## config.mk

```make
export PLATFORM = sky130hd
export DESIGN_NAME = eth_pkt_gen
export DESIGN_NICKNAME = d
export VERILOG_FILES = /design/src/rtl/eth_pkt_gen_pkg.sv /design/src/rtl/eth_lfsr8.sv /design/src/rtl/eth_pkt_gen.sv
export SDC_FILE = /design/constraint.sdc
export NUM_CORES = 1
export LEC_CHECK = 0
export CAP_MARGIN = 30
export CORE_MARGIN = 10
export CORE_UTILIZATION = 25
export DETAILED_ROUTE_END_ITERATION = 16
export GPL_TIMING_DRIVEN = 0
export SLEW_MARGIN = 20
export SYNTH_ARGS = -nofsm -noshare
export SYNTH_HDL_FRONTEND = slang
export SYNTH_SLANG_ARGS = --single-unit
```

## constraint.sdc

```tcl
create_clock -name clk_mac -period 5.18 [get_ports clk_mac]
set_input_delay 1.036 -clock clk_mac [delete_from_list [all_inputs] [get_ports clk_mac]]
set_output_delay 1.036 -clock clk_mac [all_outputs]
set_load 0.005 [all_outputs]
```

## src/rtl/eth_pkt_gen_pkg.sv

```systemverilog
// ---------------------------------------------------------------------------
// eth_pkt_gen_pkg
// Shared definitions for the Ethernet test-frame generator and its helpers:
//   - payload mode encodings (mode_e)
//   - frame generator FSM states (state_e)
//   - ETH_HDR_LEN : bytes of dst + src + EtherType ahead of the payload
//   - LFSR_TAPS   : feedback mask for x^8+x^6+x^5+x^4+1 (bits 7,5,4,3)
//   - lfsr8_next  : one step of the 8-bit Fibonacci LFSR (shift toward MSB)
// ---------------------------------------------------------------------------
package eth_pkt_gen_pkg;

    typedef enum logic [1:0] {
        MODE_INC     = 2'd0,
        MODE_CONST   = 2'd1,
        MODE_LFSR    = 2'd2,
        MODE_INC_ALT = 2'd3
    } mode_e;

    typedef enum logic [1:0] {
        ST_IDLE = 2'd0,
        ST_SEND = 2'd1,
        ST_GAP  = 2'd2
    } state_e;

    localparam int ETH_HDR_LEN = 14;

    localparam logic [7:0] LFSR_TAPS = 8'hB8;

    function automatic logic [7:0] lfsr8_next(input logic [7:0] cur);
        return {cur[6:0], ^(cur & LFSR_TAPS)};
    endfunction

endpackage

```

## src/rtl/eth_lfsr8.sv

```systemverilog
// ---------------------------------------------------------------------------
// eth_lfsr8
// 8-bit Fibonacci LFSR used for pseudo-random payload bytes. Shared with the
// receive-side checker so both ends produce the same sequence.
// Ports:
//   clk_mac in  clock
//   rst_n   in  asynchronous active-low reset
//   load    in  reload the register with seed (wins over adv)
//   seed    in  8-bit reload value, must be non-zero
//   adv     in  step the LFSR once
//   q       out current LFSR state
// ---------------------------------------------------------------------------
module eth_lfsr8
    import eth_pkt_gen_pkg::*;
(
    input  logic       clk_mac,
    input  logic       rst_n,
    input  logic       load,
    input  logic [7:0] seed,
    input  logic       adv,
    output logic [7:0] q
);

    logic [7:0] q_q;
    logic [7:0] q_d;

    // Next state: reload has priority over advance
    always_comb begin
        q_d = q_q;
        if (load) begin
            q_d = seed;
        end else if (adv) begin
            q_d = lfsr8_next(q_q);
        end else begin
            q_d = q_q;
        end
    end

    // LFSR state register; non-zero reset value keeps it out of the lock-up state
    always_ff @(posedge clk_mac or negedge rst_n) begin
        if (!rst_n) begin
            q_q <= 8'h01;
        end else begin
            q_q <= q_d;
        end
    end

    assign q = q_q;

endmodule

```

## src/rtl/eth_pkt_gen.sv

```systemverilog
// ---------------------------------------------------------------------------
// eth_pkt_gen
// Runtime-configurable Ethernet test-frame generator feeding the MAC transmit
// byte stream (FCS is appended by the MAC). A start pulse latches cfg_* and
// sends cfg_count frames (0 = until stop) with cfg_gap idle cycles between.
// Ports:
//   clk_mac, rst_n            clock, asynchronous active-low reset
//   start, stop               one-cycle control pulses
//   cfg_len/count/gap/mode    frame length, frames per burst, gap, pattern
//   cfg_dst/src/type/fill     header fields and constant-mode byte
//   tx_vld/dat/sof/eof        registered byte stream to the MAC
//   tx_ack                    MAC accepted the presented byte
//   busy, done, sent_cnt      burst status
// Build option: define ETH_PKT_GEN_SEQ_EN to place a 16-bit big-endian
// sequence number in bytes 14-15 (minimum length then becomes 16).
// ---------------------------------------------------------------------------
module eth_pkt_gen
    import eth_pkt_gen_pkg::*;
#(
    parameter int         MAX_LEN   = 1514,
    parameter int         LEN_W     = 11,
    parameter int         CNT_W     = 16,
    parameter int         GAP_W     = 16,
    parameter logic [7:0] LFSR_SEED = 8'hA5
) (
    input  logic             clk_mac,
    input  logic             rst_n,
    input  logic             start,
    input  logic             stop,
    input  logic [LEN_W-1:0] cfg_len,
    input  logic [CNT_W-1:0] cfg_count,
    input  logic [GAP_W-1:0] cfg_gap,
    input  logic [1:0]       cfg_mode,
    input  logic [47:0]      cfg_dst,
    input  logic [47:0]      cfg_src,
    input  logic [15:0]      cfg_type,
    input  logic [7:0]       cfg_fill,
    output logic             tx_vld,
    output logic [7:0]       tx_dat,
    output logic             tx_sof,
    output logic             tx_eof,
    input  logic             tx_ack,
    output logic             busy,
    output logic             done,
    output logic [CNT_W-1:0] sent_cnt
);

`ifdef ETH_PKT_GEN_SEQ_EN
    localparam int MIN_LEN = ETH_HDR_LEN + 2;
`else
    localparam int MIN_LEN = ETH_HDR_LEN;
`endif
    localparam logic [LEN_W-1:0] MIN_LEN_W = LEN_W'(MIN_LEN);
    localparam logic [LEN_W-1:0] MAX_LEN_W = LEN_W'(MAX_LEN);
    localparam logic [LEN_W-1:0] HDR_W     = LEN_W'(ETH_HDR_LEN);

    state_e           state_q, state_d;
    mode_e            mode_q, mode_d;
    logic [47:0]      dst_q, dst_d, src_q, src_d;
    logic [15:0]      type_q, type_d;
    logic [7:0]       fill_q, fill_d;
    logic [CNT_W-1:0] count_q, count_d, sent_q, sent_d;
    logic [GAP_W-1:0] gap_q, gap_d, gap_cnt_q, gap_cnt_d;
    logic [LEN_W-1:0] last_q, last_d, idx_q, idx_d;
    logic             stop_pend_q, stop_pend_d, busy_q, busy_d, done_q, done_d;
    logic             vld_q, vld_d, sof_q, sof_d, eof_q, eof_d;
    logic [7:0]       dat_q, dat_d;

    logic             acc_s, count_hit_s, issue_s, drop_s;
    logic [LEN_W-1:0] issue_idx_s, eff_len_s;
    logic [CNT_W-1:0] sent_inc_s;
    logic [7:0]       next_byte_s, pay_byte_s, lfsr_s;
    logic             lfsr_load_s, lfsr_adv_s;
`ifdef ETH_PKT_GEN_SEQ_EN
    logic [15:0]      seq_s;
    assign seq_s = 16'(sent_q);
`endif

    assign acc_s       = vld_q & tx_ack;
    assign sent_inc_s  = sent_q + CNT_W'(1);
    assign count_hit_s = (count_q != CNT_W'(0)) && (sent_inc_s == count_q);
    // The LFSR is reseeded while header bytes go out and steps once per
    // payload byte, so it holds the value for the next payload byte.
    assign lfsr_load_s = issue_s && (issue_idx_s < HDR_W);
    assign lfsr_adv_s  = issue_s && !(issue_idx_s < HDR_W);
    assign pay_byte_s  = 8'(issue_idx_s - HDR_W);

    eth_lfsr8 u_lfsr (
        .clk_mac (clk_mac),
        .rst_n   (rst_n),
        .load    (lfsr_load_s),
        .seed    (LFSR_SEED),
        .adv     (lfsr_adv_s),
        .q       (lfsr_s)
    );

    // Clamp the requested length to the legal frame size range
    always_comb begin
        if (cfg_len < MIN_LEN_W) begin
            eff_len_s = MIN_LEN_W;
        end else if (cfg_len > MAX_LEN_W) begin
            eff_len_s = MAX_LEN_W;
        end else begin
            eff_len_s = cfg_len;
        end
    end

    // Burst/frame sequencing and configuration latching
    always_comb begin
        state_d     = state_q;
        mode_d      = mode_q;
        dst_d       = dst_q;
        src_d       = src_q;
        type_d      = type_q;
        fill_d      = fill_q;
        count_d     = count_q;
        gap_d       = gap_q;
        last_d      = last_q;
        sent_d      = sent_q;
        gap_cnt_d   = gap_cnt_q;
        stop_pend_d = stop_pend_q;
        busy_d      = busy_q;
        done_d      = 1'b0;
        issue_s     = 1'b0;
        issue_idx_s = LEN_W'(0);
        drop_s      = 1'b0;
        case (state_q)
            ST_IDLE: begin
                if (start) begin
                    mode_d      = mode_e'(cfg_mode);
                    dst_d       = cfg_dst;
                    src_d       = cfg_src;
                    type_d      = cfg_type;
                    fill_d      = cfg_fill;
                    count_d     = cfg_count;
                    gap_d       = cfg_gap;
                    last_d      = eff_len_s - LEN_W'(1);
                    sent_d      = CNT_W'(0);
                    stop_pend_d = 1'b0;
                    busy_d      = 1'b1;
                    state_d     = ST_SEND;
                    issue_s     = 1'b1;
                end else begin
                    state_d = ST_IDLE;
                end
            end
            ST_SEND: begin
                if (stop) begin
                    stop_pend_d = 1'b1;
                end else begin
                    stop_pend_d = stop_pend_q;
                end
                if (acc_s && eof_q) begin
                    sent_d = sent_inc_s;
                    // A stop arriving with the final ack still ends the burst here
                    if (count_hit_s || stop_pend_q || stop) begin
                        state_d     = ST_IDLE;
                        busy_d      = 1'b0;
                        done_d      = 1'b1;
                        stop_pend_d = 1'b0;
                        drop_s      = 1'b1;
                    end else if (gap_q != GAP_W'(0)) begin
                        state_d   = ST_GAP;
                        gap_cnt_d = gap_q;
                        drop_s    = 1'b1;
                    end else begin
                        issue_s = 1'b1;
                    end
                end else if (acc_s) begin
                    issue_s     = 1'b1;
                    issue_idx_s = idx_q + LEN_W'(1);
                end else begin
                    state_d = ST_SEND;
                end
            end
            ST_GAP: begin
                if (stop) begin
                    state_d = ST_IDLE;
                    busy_d  = 1'b0;
                    done_d  = 1'b1;
                end else if (gap_cnt_q == GAP_W'(1)) begin
                    state_d = ST_SEND;
                    issue_s = 1'b1;
                end else begin
                    gap_cnt_d = gap_cnt_q - GAP_W'(1);
                end
            end
            default: begin
                state_d = ST_IDLE;
                busy_d  = 1'b0;
                drop_s  = 1'b1;
            end
        endcase
    end

    // Byte value for the position about to be presented; uses the *_d header
    // copies so the first byte can go out on the same edge that latches cfg_*
    always_comb begin
        next_byte_s = 8'h00;
        case (issue_idx_s)
            LEN_W'(0):  next_byte_s = dst_d[47:40];
            LEN_W'(1):  next_byte_s = dst_d[39:32];
            LEN_W'(2):  next_byte_s = dst_d[31:24];
            LEN_W'(3):  next_byte_s = dst_d[23:16];
            LEN_W'(4):  next_byte_s = dst_d[15:8];
            LEN_W'(5):  next_byte_s = dst_d[7:0];
            LEN_W'(6):  next_byte_s = src_d[47:40];
            LEN_W'(7):  next_byte_s = src_d[39:32];
            LEN_W'(8):  next_byte_s = src_d[31:24];
            LEN_W'(9):  next_byte_s = src_d[23:16];
            LEN_W'(10): next_byte_s = src_d[15:8];
            LEN_W'(11): next_byte_s = src_d[7:0];
            LEN_W'(12): next_byte_s = type_d[15:8];
            LEN_W'(13): next_byte_s = type_d[7:0];
`ifdef ETH_PKT_GEN_SEQ_EN
            LEN_W'(14): next_byte_s = seq_s[15:8];
            LEN_W'(15): next_byte_s = seq_s[7:0];
`endif
            default: begin
                case (mode_d)
                    MODE_CONST: next_byte_s = fill_d;
                    MODE_LFSR:  next_byte_s = lfsr_s;
                    default:    next_byte_s = pay_byte_s;
                endcase
            end
        endcase
    end

    // Output stage next values: present a new byte, drop valid, or hold
    always_comb begin
        vld_d = vld_q;
        dat_d = dat_q;
        sof_d = sof_q;
        eof_d = eof_q;
        idx_d = idx_q;
        if (issue_s) begin
            vld_d = 1'b1;
            dat_d = next_byte_s;
            sof_d = (issue_idx_s == LEN_W'(0));
            eof_d = (issue_idx_s == last_d);
            idx_d = issue_idx_s;
        end else if (drop_s) begin
            vld_d = 1'b0;
            dat_d = 8'h00;
            sof_d = 1'b0;
            eof_d = 1'b0;
        end else begin
            vld_d = vld_q;
        end
    end

    // State, configuration and output registers
    always_ff @(posedge clk_mac or negedge rst_n) begin
        if (!rst_n) begin
            state_q     <= ST_IDLE;
            mode_q      <= MODE_INC;
            dst_q       <= 48'h0;
            src_q       <= 48'h0;
            type_q      <= 16'h0;
            fill_q      <= 8'h00;
            count_q     <= CNT_W'(0);
            gap_q       <= GAP_W'(0);
            last_q      <= LEN_W'(0);
            sent_q      <= CNT_W'(0);
            gap_cnt_q   <= GAP_W'(0);
            idx_q       <= LEN_W'(0);
            stop_pend_q <= 1'b0;
            busy_q      <= 1'b0;
            done_q      <= 1'b0;
            vld_q       <= 1'b0;
            dat_q       <= 8'h00;
            sof_q       <= 1'b0;
            eof_q       <= 1'b0;
        end else begin
            state_q     <= state_d;
            mode_q      <= mode_d;
            dst_q       <= dst_d;
            src_q       <= src_d;
            type_q      <= type_d;
            fill_q      <= fill_d;
            count_q     <= count_d;
            gap_q       <= gap_d;
            last_q      <= last_d;
            sent_q      <= sent_d;
            gap_cnt_q   <= gap_cnt_d;
            idx_q       <= idx_d;
            stop_pend_q <= stop_pend_d;
            busy_q      <= busy_d;
            done_q      <= done_d;
            vld_q       <= vld_d;
            dat_q       <= dat_d;
            sof_q       <= sof_d;
            eof_q       <= eof_d;
        end
    end

    assign tx_vld   = vld_q;
    assign tx_dat   = dat_q;
    assign tx_sof   = sof_q;
    assign tx_eof   = eof_q;
    assign busy     = busy_q;
    assign done     = done_q;
    assign sent_cnt = sent_q;

endmodule

```

-- Word-level counts from Yosys, hierarchy flattened
Cells that the tools add are included.
- bits in registers: 232
- input bits: 170
- output and inout port bits: 29
- word-level logic and storage cells: 153
- add/sub/neg operators: 5
- $lt $le $gt $ge: 3
- equal/unequal tests: 31
- mux-type cells: 70
- bitwise gates (word level): 1
- reduce and logical (&&, ||, !) cells: 23
- operators with widths (cell ; count):
    $mux 48 ; 4
    $mux 16 ; 9
    $pmux 8 s14 ; 1
    $mux 11 ; 7
    $eq 11x4->1 const B ; 6
    $pmux 16 s2 ; 2
    $mux 8 ; 6
    $eq 11x3->1 const B ; 4
    $reduce_bool 16->1 ; 2
    $mux 1 ; 26
    $eq 11x2->1 const B ; 2
    $lt 11x4->1 const B ; 2
    $add 16x1->16 const B ; 1
    $eq 16x1->1 const B ; 1
    $eq 16x16->1 ; 1
    $mux 2 ; 8
    $ne 2x2->1 const B ; 8
    $pmux 8 s2 ; 1
    $sub 16x1->16 const B ; 1
    $add 11x1->11 const B ; 1
    $eq 11x1->1 const B ; 1
    $eq 11x11->1 ; 1
    $gt 11x11->1 const B ; 1
    $logic_not 11->1 ; 1
    21 further kinds ; 36

-- Logic depth before layout (Yosys ltp)
Gate-level depths: netlist of run 1.
- depth after elaboration: 11
- mapped depth: 20
- mapped depth without buffers: 14

-- Cells and area by module
Synthesis of run 1 repeated with hierarchy kept, for this count alone.
- cell total of the unflattened synthesis: 1503
- area total of the unflattened synthesis: 12818.5 sq um
- modules (own cells, without submodules) (module ; times used ; cells each ; area each (sq um) ; seq. area each (sq um)):
    eth_pkt_gen ; 1 ; 1465 ; 12416.9 ; 5605.4
    eth_lfsr8 ; 1 ; 38 ; 401.6 ; 201.4

-- Worst setup path after synthesis of run 1
OpenSTA, ideal clock, no wires.
- path kind: input to register
- from: in cfg_len[2]
- to: reg eof_q (netlist: tx_eof)
- library setup time: 0.079 ns
- data arrival time: 4.561 ns
- data required time: 5.101 ns
- slack: 0.540 ns
- stages on the path: 15
- buffers on the path: 1
- cells stage by stage: clkbuf_1 > a21oi_1 > a211o_1 > a21boi_0 > nand2_1 > nor2_1 > ha_1 > or4b_1 > a211oi_1 > xor2_1 > o22a_1 > xor2_1 > or4_1 > or4_1 > mux2i_1
- longest elaborated chain between the ends: 8
- elaborated cells on any way between the ends: 9
- those cells by class: add/sub (1); order compare (2); eq/ne (1); mux (5)
- RTL lines (item ; line ; RTL):
    from (decl) ; eth_pkt_gen.sv:30 ; input logic [LEN_W-1:0] cfg_len,
    $gt 11x11->1 ; eth_pkt_gen.sv:101 ; end else if (cfg_len > MAX_LEN_W) begin
    $mux 11 ; eth_pkt_gen.sv:101 ;
    $mux 11 * ; eth_pkt_gen.sv:99 ; if (cfg_len < MIN_LEN_W) begin
    $sub 11x1->11 * ; eth_pkt_gen.sv:137 ; last_d = eff_len_s - LEN_W'(1);
    $mux 11 * ; eth_pkt_gen.sv:129 ; if (start) begin
    $mux 11 * ; eth_pkt_gen.sv:127 ; case (state_q)
    named net last_d[6] ; eth_pkt_gen.sv:64 ; logic [LEN_W-1:0] last_q, last_d, idx_q, idx_d;
    $eq 11x11->1 * ; eth_pkt_gen.sv:240 ; eof_d = (issue_idx_s == last_d);
    $mux 1 * ; eth_pkt_gen.sv:236 ; if (issue_s) begin
    to (signal assigned) ; eth_pkt_gen.sv:293 ; eof_q <= eof_d;
    to (decl) ; eth_pkt_gen.sv:66 ; logic vld_q, vld_d, sof_q, sof_d, eof_q, eof_d;
The timed path passes the listed nets; every way through them passes the cells marked *.
A chain may end at the register's enable or synchronous reset.

-- Worst setup path in the final report of run 1
- from: in cfg_len[7]
- to: reg eof_q (netlist: tx_eof)
Same word-level chain as after synthesis.

==> results of run 1 <==
-- sequential cells by signal (all words and copies together), names as in the netlist, 8 cells and up --
register and flops:
gap_cnt_q 16, tx_dat 8, gap_q 16, src_q 48, dst_q 48, u_lfsr.q 8, type_q 16, sent_cnt 16
count_q 16, last_q 11, fill_q 8, idx_q 11
-- Yosys cell counts, types with 13 or more instances --
cell type	instances
nor4_1	18
buf_2	20
inv_1	27
clkbuf_1	45
mux2_2	58
nand4_1	15
nor3_1	32
xor2_1	14
mux2i_1	18
nor2_1	55
xnor2_1	34
o21ai_0	61
a21oi_1	63
nand2_1	385
o22ai_1	13
dfrtp_1	231
and3_1	16
a22oi_1	25
nand3_1	29
-- what timing repair did --
action / CTS / global route
gates resized for setup: 0 / 3
hold endpoints to repair: 0 / 0
setup endpoints to repair: 5 / 6
-- path summary, 6_finish.rpt --
check                              to  cells past startpoint  slack, ns        from
min reg2reg                  src_q[2]                      2       0.47    src_q[2]
max reg2reg                 tx_dat[0]                     19       0.60  state_q[0]
min in group clk_mac         src_q[2]                      2       0.47    src_q[2]
min                        count_q[9]                      1       0.41       rst_n
max                            tx_eof                     14       0.25  cfg_len[7]
max in group asynchronous    dst_q[6]                      4       3.44       rst_n
-- critical path: stages --
cell	delay, ns
clkdlybuf4s50_1	0.50
or4_4	0.59
nor2_1	0.21
nand2_1	0.16
nand3_1	0.16
ha_1	0.27
or4b_1	0.54
a211oi_1	0.29
xor2_1	0.13
o22a_1	0.22
xor2_1	0.17
or4_1	0.40
or4_1	0.56
mux2i_1	0.15
-- layout make-up --
class / count / area share [%]
antenna: 1 / 0.01502
buffer: 84 / 2.598
clock buffer: 38 / 4.602
clock inverter: 9 / 0.9761
inverter: 28 / 0.6307
multi-input combinational: 1067 / 38.97
sequential: 232 / 34.85
tap: 672 / 5.045
timing repair buffer: 200 / 12.31
-- routing by layer --
layer / share of wire (%) / track usage (%) / routed length (µm)
met3: 6.8 / 2.878 / 3214
met1: 43 / 19.77 / 20280
met4: 2.2 / 3.897 / 1055
met5: 0 / 0 / 0
met2: 48 / 25.22 / 22430
-- cell families (layout without fill, tap and decap cells) --
group | after synthesis | count (layout)
DFF | 232 | 232
adders and majority gates | 12 | 12
other | 0 | 1
and+or+nand+nor | 620 | 620
buffers and inverters | 113 | 359
muxes | 86 | 86
AOI/OAI and AO/OA | 301 | 301
xor gates and xnor gates | 48 | 48
-- power by group through the flow --
stage                     sequential [W]  clock (W)  combinational, W
after floorplan                  0.00294          0           0.00235
after global placement           0.00307          0           0.00344
after detailed placement         0.00308          0           0.00352
after CTS                        0.00306    0.00208           0.00354
after global routing             0.00315    0.00215           0.00391
final                            0.00306    0.00204           0.00355
-- through the flow --
step	setup WS, ns	hold WS [ns]	setup TNS, ns	cell area (µm²)
4_1_cts	0.1589	0.4128	0	16660
6_report	0.2523	0.4105	0	16660
3_3_place_gp	-7.042	0.4511	-1627.73	15630
2_1_floorplan	0.5398	0.4334	0	12840
3_5_place_dp	-0.8437	0.4571	-5.892	15730
5_1_grt	0.006908	0.4362	0	16660
==> impl_metrics.yaml, run 1 <==
logic_synthesis:
  yosysWarnings: 0
  synth_top_family_by_area: "simple AND/OR/NAND/NOR gates"
  synth_top_area_share_pct: 45.02
  synthesis.area_mm2: 0.01284
  yosys.area.top_type: "dfrtp_1"
  synth_nets: 1594
  synth_compound_area_share_pct: 16.64
  synth_area_leaders: "dfrtp_1, nand2_1, mux2_2"
  synth_edf_count: 0
  ys_seq_area_share_pct: 45.22
  ys_ff_latch: 232
  synth_cells: 1412
  async_flop_share_pct: 100.0
  yosys.area_share.xor_xnor_pct: 3.274
  synth-simple-area-share_pct: 21.98
  synthDistinctLibCells: 91
  avgSynthCellArea_um2: 9.094
  synth.mux.area_fraction_pct: 7.512
  synth_fa_ha_area_share_pct: 1.169
  synth_flop_cell: "dfrtp_1"
timing:
  worst_slew_pin_slew_ns: 0.9181
  fin_crit_sh_pct: 95.13
  setup_viol: 0
  fin_worst_skew_ns: 0.02455
  period_minus_slack_ns: 4.928
  drv_slew: 0
  hold_viol: 0
  clock.fmax_mhz: 202.9
  max_slew_margin_pct: 38.33
  rsz0062_at_grt: "false"
pwr:
  ir_drop_mv: 0.2783
  power_w: 0.008654
  switching_share_pct: 38.48
  p_int_w: 0.005323
  p_per_area_mw_per_mm2: 519.3
  p_switching_w: 0.003330
  power_frac_seq_pct: 35.4
  clkPwrFrac_pct: 23.6
  p_leak_nw: 7.038
  power_frac_comb_pct: 41.0
worst_setup_path:
  required_ns: 5.66
  worstSetupPathType: "in2reg"
  cp.arrival_ns: 5.40
  crit_path_start_kind: "input pin"
  cp-end-kind: "register"
  cp_max_fo: 5
final_layout:
  syn_to_final_growth_pct: 29.78
  nets: 1822
  seq_area_mm2: 0.005807
  drive_gt1_share_pct: 10.92
  multi_input_area_mm2: 0.006495
  final_cell_mix: "nand2_1, dfrtp_1, clkdlybuf4s50_1"
  stdcell_count: 2331
  utilization_pct: 33.01
  fillers: 5233
  final_common_cell: "nand2_1"
route:
  vias: 11690
  dr.first_iter.drc_count: 1098
  viasPerCell: 5.014
  remaining_drc_errors: 0
  ant_nets: 0
  dr.pass1.iters: 6
  wirelength_um: 46980
  routedWlPerCell_um: 20.15
floorplanning:
  initial_utilization_pct: 25.44
  die_x_um: 246.6
  die_area_mm2: 0.06083
  core_mm2: 0.05048
  die_y_um: 246.6
  pin_count: 199
  fp-row-count: 82
clocking:
  cts-root-buf: "clkbuf_16"
  h-tree-depth: 1
  cts_buffer_depth: 3
  ctsHoldBuffers: 0
  clkTransAtPathRegs_ns: 0.07
  cts_tree: "done"
  post_cts_buffers: 0
  cts_sinks: 232
  clock_latency_ns: 0.57
  numCtsBuffers: 27
place:
  place.gp.congestion: 0.8745
  place.port_buffers: 195
  dp_cells: 2284
  post-dp-hpwl_um: 35990
global_route:
  grt_max_degree: 61
  gr-total-overflow: 0
  antenna_found_initial: 0
  track_usage_pct: 15.15
  grt_first_pass_wirelength_um: 72710
  grt_pass1_vias: 12010
worst_hold_path:
  hold_class: "in2async"
flow_run:
  max_cap_viol_count: 0
run_status:
  status: "complete, no violations"
Power figures use the tool's default switching activity.
==> run 2, diff against run 1 <==
Settings changed: CORE_MARGIN 10 to 4.
==> run 2 against run 1 <==
Sequential share of layout area is essentially flat. Critical path depth is the same. Final cell count is essentially flat. Sequential cell count is the same. Clock skew grew 0.0027 ns. Wire length shrank 2.9%. Utilization is essentially flat. Sequential power is essentially flat. First-iteration DRC count shrank 8.3%. Power shrank 0.80%. Critical endpoint unchanged. Clock power shrank 3%.
==> impl_metrics.yaml, run 2 (synthesized netlist as in run 1, its figures left out) <==
clocking:
  clkTransAtPathRegs_ns: 0.06
  cts-root-buf: "clkbuf_16"
  numCtsBuffers: 26
  ctsHoldBuffers: 0
  cts_sinks: 232
  clock_latency_ns: 0.57
  h-tree-depth: 1
  cts_buffer_depth: 3
  cts_tree: "done"
final_layout:
  drive_gt1_share_pct: 11.28
  fillers: 5196
  n_antenna_cell: 0
  nets: 1820
  reg_top3: "dst_q x48, src_q x48"
  final_cell_mix: "nand2_1, dfrtp_1, clkdlybuf4s50_1"
  syn_to_final_growth_pct: 29.60
  final_common_cell: "nand2_1"
timing:
  period_minus_slack_ns: 4.948
  max_slew_margin_pct: 35.93
  drv_slew: 0
  rsz0062_at_grt: "false"
  fin_worst_skew_ns: 0.02721
  setup_tns_ns: 0
  hold_viol: 0
  clock.fmax_mhz: 202.1
  worst_slew_pin_slew_ns: 0.9574
  whs_ns: 0.3938
  fin_crit_sh_pct: 95.51
  setup_viol: 0
pwr:
  p_per_area_mw_per_mm2: 515.8
  power_w: 0.008585
  ir_drop_mv: 0.2592
  p_leak_nw: 7.028
worst_setup_path:
  crit_path_start_kind: "input pin"
  path_cells: "clkdlybuf4s50_1, or4_4, nor2_1, nand2_1, nand3_1, ha_1, or4b_1, a211oi_1, xor2_1, o22a_1, xor2_1, or4_1, or4_1, mux2i_1"
  crit_slowest_cell: "or4_4"
  cp_max_fo: 5
  worstReg2RegStart: "state_q[1]"
  slowest_delay_ns: 0.59
  worstSetupPathType: "in2reg"
  r2r_cells: 17
  cp-end-kind: "register"
  r2r_slack_ns: 0.60
  cp.arrival_ns: 5.43
  required_ns: 5.66
  r2r_end: "tx_dat[1]"
floorplanning:
  initial_utilization_pct: 25.44
  pin_count: 199
  fp-row-count: 82
  die_area_mm2: 0.05505
  die_y_um: 234.6
  die_x_um: 234.6
  core_mm2: 0.05048
global_route:
  grt_first_pass_wirelength_um: 70770
  antenna_found_initial: 1
  grt_max_degree: 100
  track_usage_pct: 15.90
  gr-total-overflow: 0
  grt_pass1_vias: 11820
route:
  remaining_drc_errors: 0
  ant_nets: 0
  routedWlPerCell_um: 19.58
  dr.pass1.iters: 6
  dr.first_iter.drc_count: 1007
  wirelength_um: 45630
  viasPerCell: 5.039
  vias: 11740
flow_run:
  max_cap_viol_count: 0
worst_hold_path:
  hold_class: "in2async"
place:
  place.port_buffers: 195
  post-dp-hpwl_um: 34660
  place.gp.congestion: 0.8809
run_status:
  status: "complete, no violations"
[run 2: where the power goes]
group / internal (W) / switching [W]
combinational: 0.00149 / 0.00206
clock: 0.00116 / 0.000815
sequential: 0.00261 / 0.000452
[run 2: through the flow]
step / cells / worst slack [ns] / util (%) / area (µm²)
after global routing: 2330 / 0.0008864 / 32.97 / 16640
after detailed placement: 2283 / -0.8237 / 31.11 / 15710
after CTS: 2330 / 0.1789 / 32.93 / 16620
after global placement: 2279 / -7.045 / 30.97 / 15630
after floorplan: 1412 / 0.5398 / - / 12840
final: 2330 / 0.2324 / 32.97 / 16640
[run 2: repair_timing]
action | CTS | global route
hold endpoints to repair | 0 | 0
gates resized for setup | 0 | 5
endpoints found under the setup margin | 5 | 6
pin swaps | 0 | 0
setup buffers | 0 | 0
[run 2: worst max-delay path by stage]
stage	from	endpoint	slack, ns	cells after the start
after floorplan	cfg_len[2]	tx_eof	0.54	15
after global placement	rst_n	dst_q[29]	-7.05	1
after detailed placement	start	tx_dat[2]	-0.82	17
after CTS	start	tx_dat[2]	0.18	16
after global routing	cfg_len[7]	tx_eof	0.0009	14
final	cfg_len[7]	tx_eof	0.23	14
[run 2: cell type report]
cell class                 count  area, µm²  share of cell area, %
multi-input combinational   1067       6511                  39.12
sequential                   232       5807                  34.89
timing repair buffer         199       2024                  12.16
tap                          672      840.8                  5.052
clock buffer                  38      785.8                  4.721
buffer                        84      432.9                  2.601
clock inverter                10      135.1                 0.8120
inverter                      28      105.1                 0.6315
[run 2: metal layers]
metal  part of all wire (%)  wire, µm  vias to the layer above  track usage, %
li1                       -         -                     5468               -
met1                     44     20070                     5765           21.37
met2                     48     21710                      436           26.69
met3                    5.8      2631                       69           2.896
met4                    2.7      1210                        2           3.831
met5                  0.028        13                        -               0
[run 2: worst max-delay path, delay by kind of cell]
family,cells,cell delay (ns)
simple gates,7,2.65
compound gates,2,0.52
buf+inv,1,0.50
xor+xnor,2,0.30
fa+ha+maj,1,0.27
mux,1,0.15
==> run 3, diff against run 2 <==
Settings changed: CORE_UTILIZATION 25 to 35, CTS_CLUSTER_DIAMETER set to 150.
==> run 3 against run 2 <==
Sequential power hardly changed. Worst setup slack improved by 0.049 ns. Critical path depth rose by 1. Final cell count is 9.1% lower. Critical path type unchanged. Via count decreased by 1.0%. Critical endpoint unchanged. Wire length is 7.1% lower. Global-route usage is 4.9 points higher. Die area shrank 28%. Power is 3.0% lower. Final area decreased by 2.2%. Clock power decreased by 9%. Non-clock buffer count unchanged.
==> impl_metrics.yaml, run 3 (synthesized netlist as in run 1, its figures left out) <==
global_route:
  grt_first_pass_wirelength_um: 66040
  grt_use_met1_pct: 28.75
  track_usage_pct: 20.79
  grtUsageMet3_pct: 2.495
  grt_max_degree: 98
  grtUsageMet2_pct: 34.90
  grt_pass1_vias: 11740
  antenna_found_initial: 0
  gr-total-overflow: 0
  grt_busiest_layer: "met2"
pwr:
  p_switching_w: 0.003192
  p_leak_nw: 6.986
  p_int_w: 0.005139
  power_w: 0.008331
  power_frac_comb_pct: 41.8
  clkPwrFrac_pct: 21.5
  ir_drop_mv: 0.2226
  switching_share_pct: 38.31
  p_per_area_mw_per_mm2: 511.7
  power_frac_seq_pct: 36.7
final_layout:
  multi_input_area_mm2: 0.006510
  nets: 1820
  n_antenna_cell: 0
  final_cell_mix: "nand2_1, dfrtp_1, clkdlybuf4s50_1"
  utilization_pct: 45.34
  final_common_cell: "nand2_1"
  fillers: 3501
  drive_gt1_share_pct: 10.92
  seq_area_mm2: 0.005807
  syn_to_final_growth_pct: 26.80
  fin_area_mm2: 0.01628
  reg_top3: "dst_q x48, src_q x48"
timing:
  worst_slew_pin_slew_ns: 0.9542
  setup_viol: 0
  max_slew_margin_pct: 36.39
  setup_ws_ns: 0.2818
  fin_worst_skew_ns: 0.02774
  rsz0062_at_grt: "false"
  fin_crit_sh_pct: 94.56
  clock.fmax_mhz: 204.2
  period_minus_slack_ns: 4.898
  drv_slew: 0
  hold_viol: 0
run_status:
  status: "complete, no violations"
floorplanning:
  core_mm2: 0.03591
  pin_count: 199
  die_x_um: 199.5
  die_area_mm2: 0.03982
  fp-row-count: 69
  die_y_um: 199.5
  initial_utilization_pct: 35.75
clocking:
  cts_tree: "done"
  ctsHoldBuffers: 0
  cts_buffer_depth: 3
  h-tree-depth: 1
  cts-root-buf: "clkbuf_16"
  clkTransAtPathRegs_ns: 0.06
  clock_latency_ns: 0.55
  post_cts_buffers: 0
  cts_sinks: 232
  numCtsBuffers: 26
route:
  viasPerCell: 5.486
  remaining_drc_errors: 0
  ant_nets: 0
  dr.pass1.iters: 6
  wirelength_um: 42370
  routedWlPerCell_um: 20.01
  dr.first_iter.drc_count: 839
  vias: 11620
worst_setup_path:
  cp-end-kind: "register"
  cp.arrival_ns: 5.35
  worstSetupPathType: "in2reg"
  cp_max_fo: 6
  crit_path_start_kind: "input pin"
  required_ns: 5.63
worst_hold_path:
  hold_class: "in2async"
place:
  pre_cts_ws_ns: -0.9172
  place.gp.congestion: 0.9105
  post-dp-hpwl_um: 31610
  place.port_buffers: 195
  post_dp_cell_area_mm2: 0.01544
flow_run:
  max_cap_viol_count: 0
run 3: per-layer routing:
| layer | up-vias | wire (µm) |
|---|---|---|
| met5 | - | 0 |
| met1 | 5694 | 18680 |
| met2 | 400 | 20180 |
| met4 | 0 | 1014 |
| met3 | 56 | 2496 |
| li1 | 5469 | - |
run 3: cell type report:
cell class | count | area share, %
Multi-Input combinational cell | 1067 | 39.98
Sequential cell | 232 | 35.66
Timing Repair Buffer | 199 | 12.43
Clock buffer | 43 | 4.879
Tap cell | 461 | 3.542
Buffer | 84 | 2.666
Inverter | 28 | 0.6455
Clock inverter | 4 | 0.1921
run 3: path summary, 6_finish.rpt:
check	from	to	slack (ns)	depth (start not counted)
worst min-delay path	rst_n	sent_cnt[8]	0.40	1
max in group asynchronous	rst_n	idx_q[2]	3.55	3
min in group clk_mac	src_q[7]	src_q[7]	0.47	2
worst min register to register	src_q[7]	src_q[7]	0.47	2
worst max register to register	state_q[0]	tx_dat[5]	0.61	18
worst max-delay path	cfg_len[4]	tx_eof	0.28	15
run 3: worst max-delay path, cell delays in order:
cell and delay (ns):
clkdlybuf4s50_1 0.51, a21oi_1 0.17, a211o_1 0.19, a21boi_1 0.42, nand2_1 0.15, nor2_1 0.14
ha_1 0.27, or4b_1 0.55, a211oi_1 0.30, xor2_1 0.12, o22a_1 0.22, xor2_1 0.17
or4_1 0.41, or4_1 0.55, mux2i_1 0.15
run 3: power groups by stage:
stage          registers (W)  clock network (W)  logic [W]
2_1_floorplan        0.00294                  0    0.00235
3_3_place_gp         0.00307                  0    0.00338
4_1_cts              0.00306            0.00184    0.00347
3_5_place_dp         0.00308                  0    0.00345
6_report             0.00306            0.00179    0.00348
5_1_grt              0.00314            0.00190    0.00385
run 3: stage by stage:
stage	hold WS, ns	cells	TNS, ns
finish	0.3998	2118	0
global route	0.4162	2118	0
global placement	0.4469	2068	-1654.27
floorplan	0.4334	1412	0
CTS	0.4000	2118	0
detailed placement	0.4520	2072	-5.628
run 3: what timing repair did:
item                                    in CTS  in global routing
hold endpoints to repair                     0                  0
pin swaps                                    0                  0
gates cloned                                 0                  0
endpoints found under the setup margin       5                  6
gates resized for setup                      0                  7
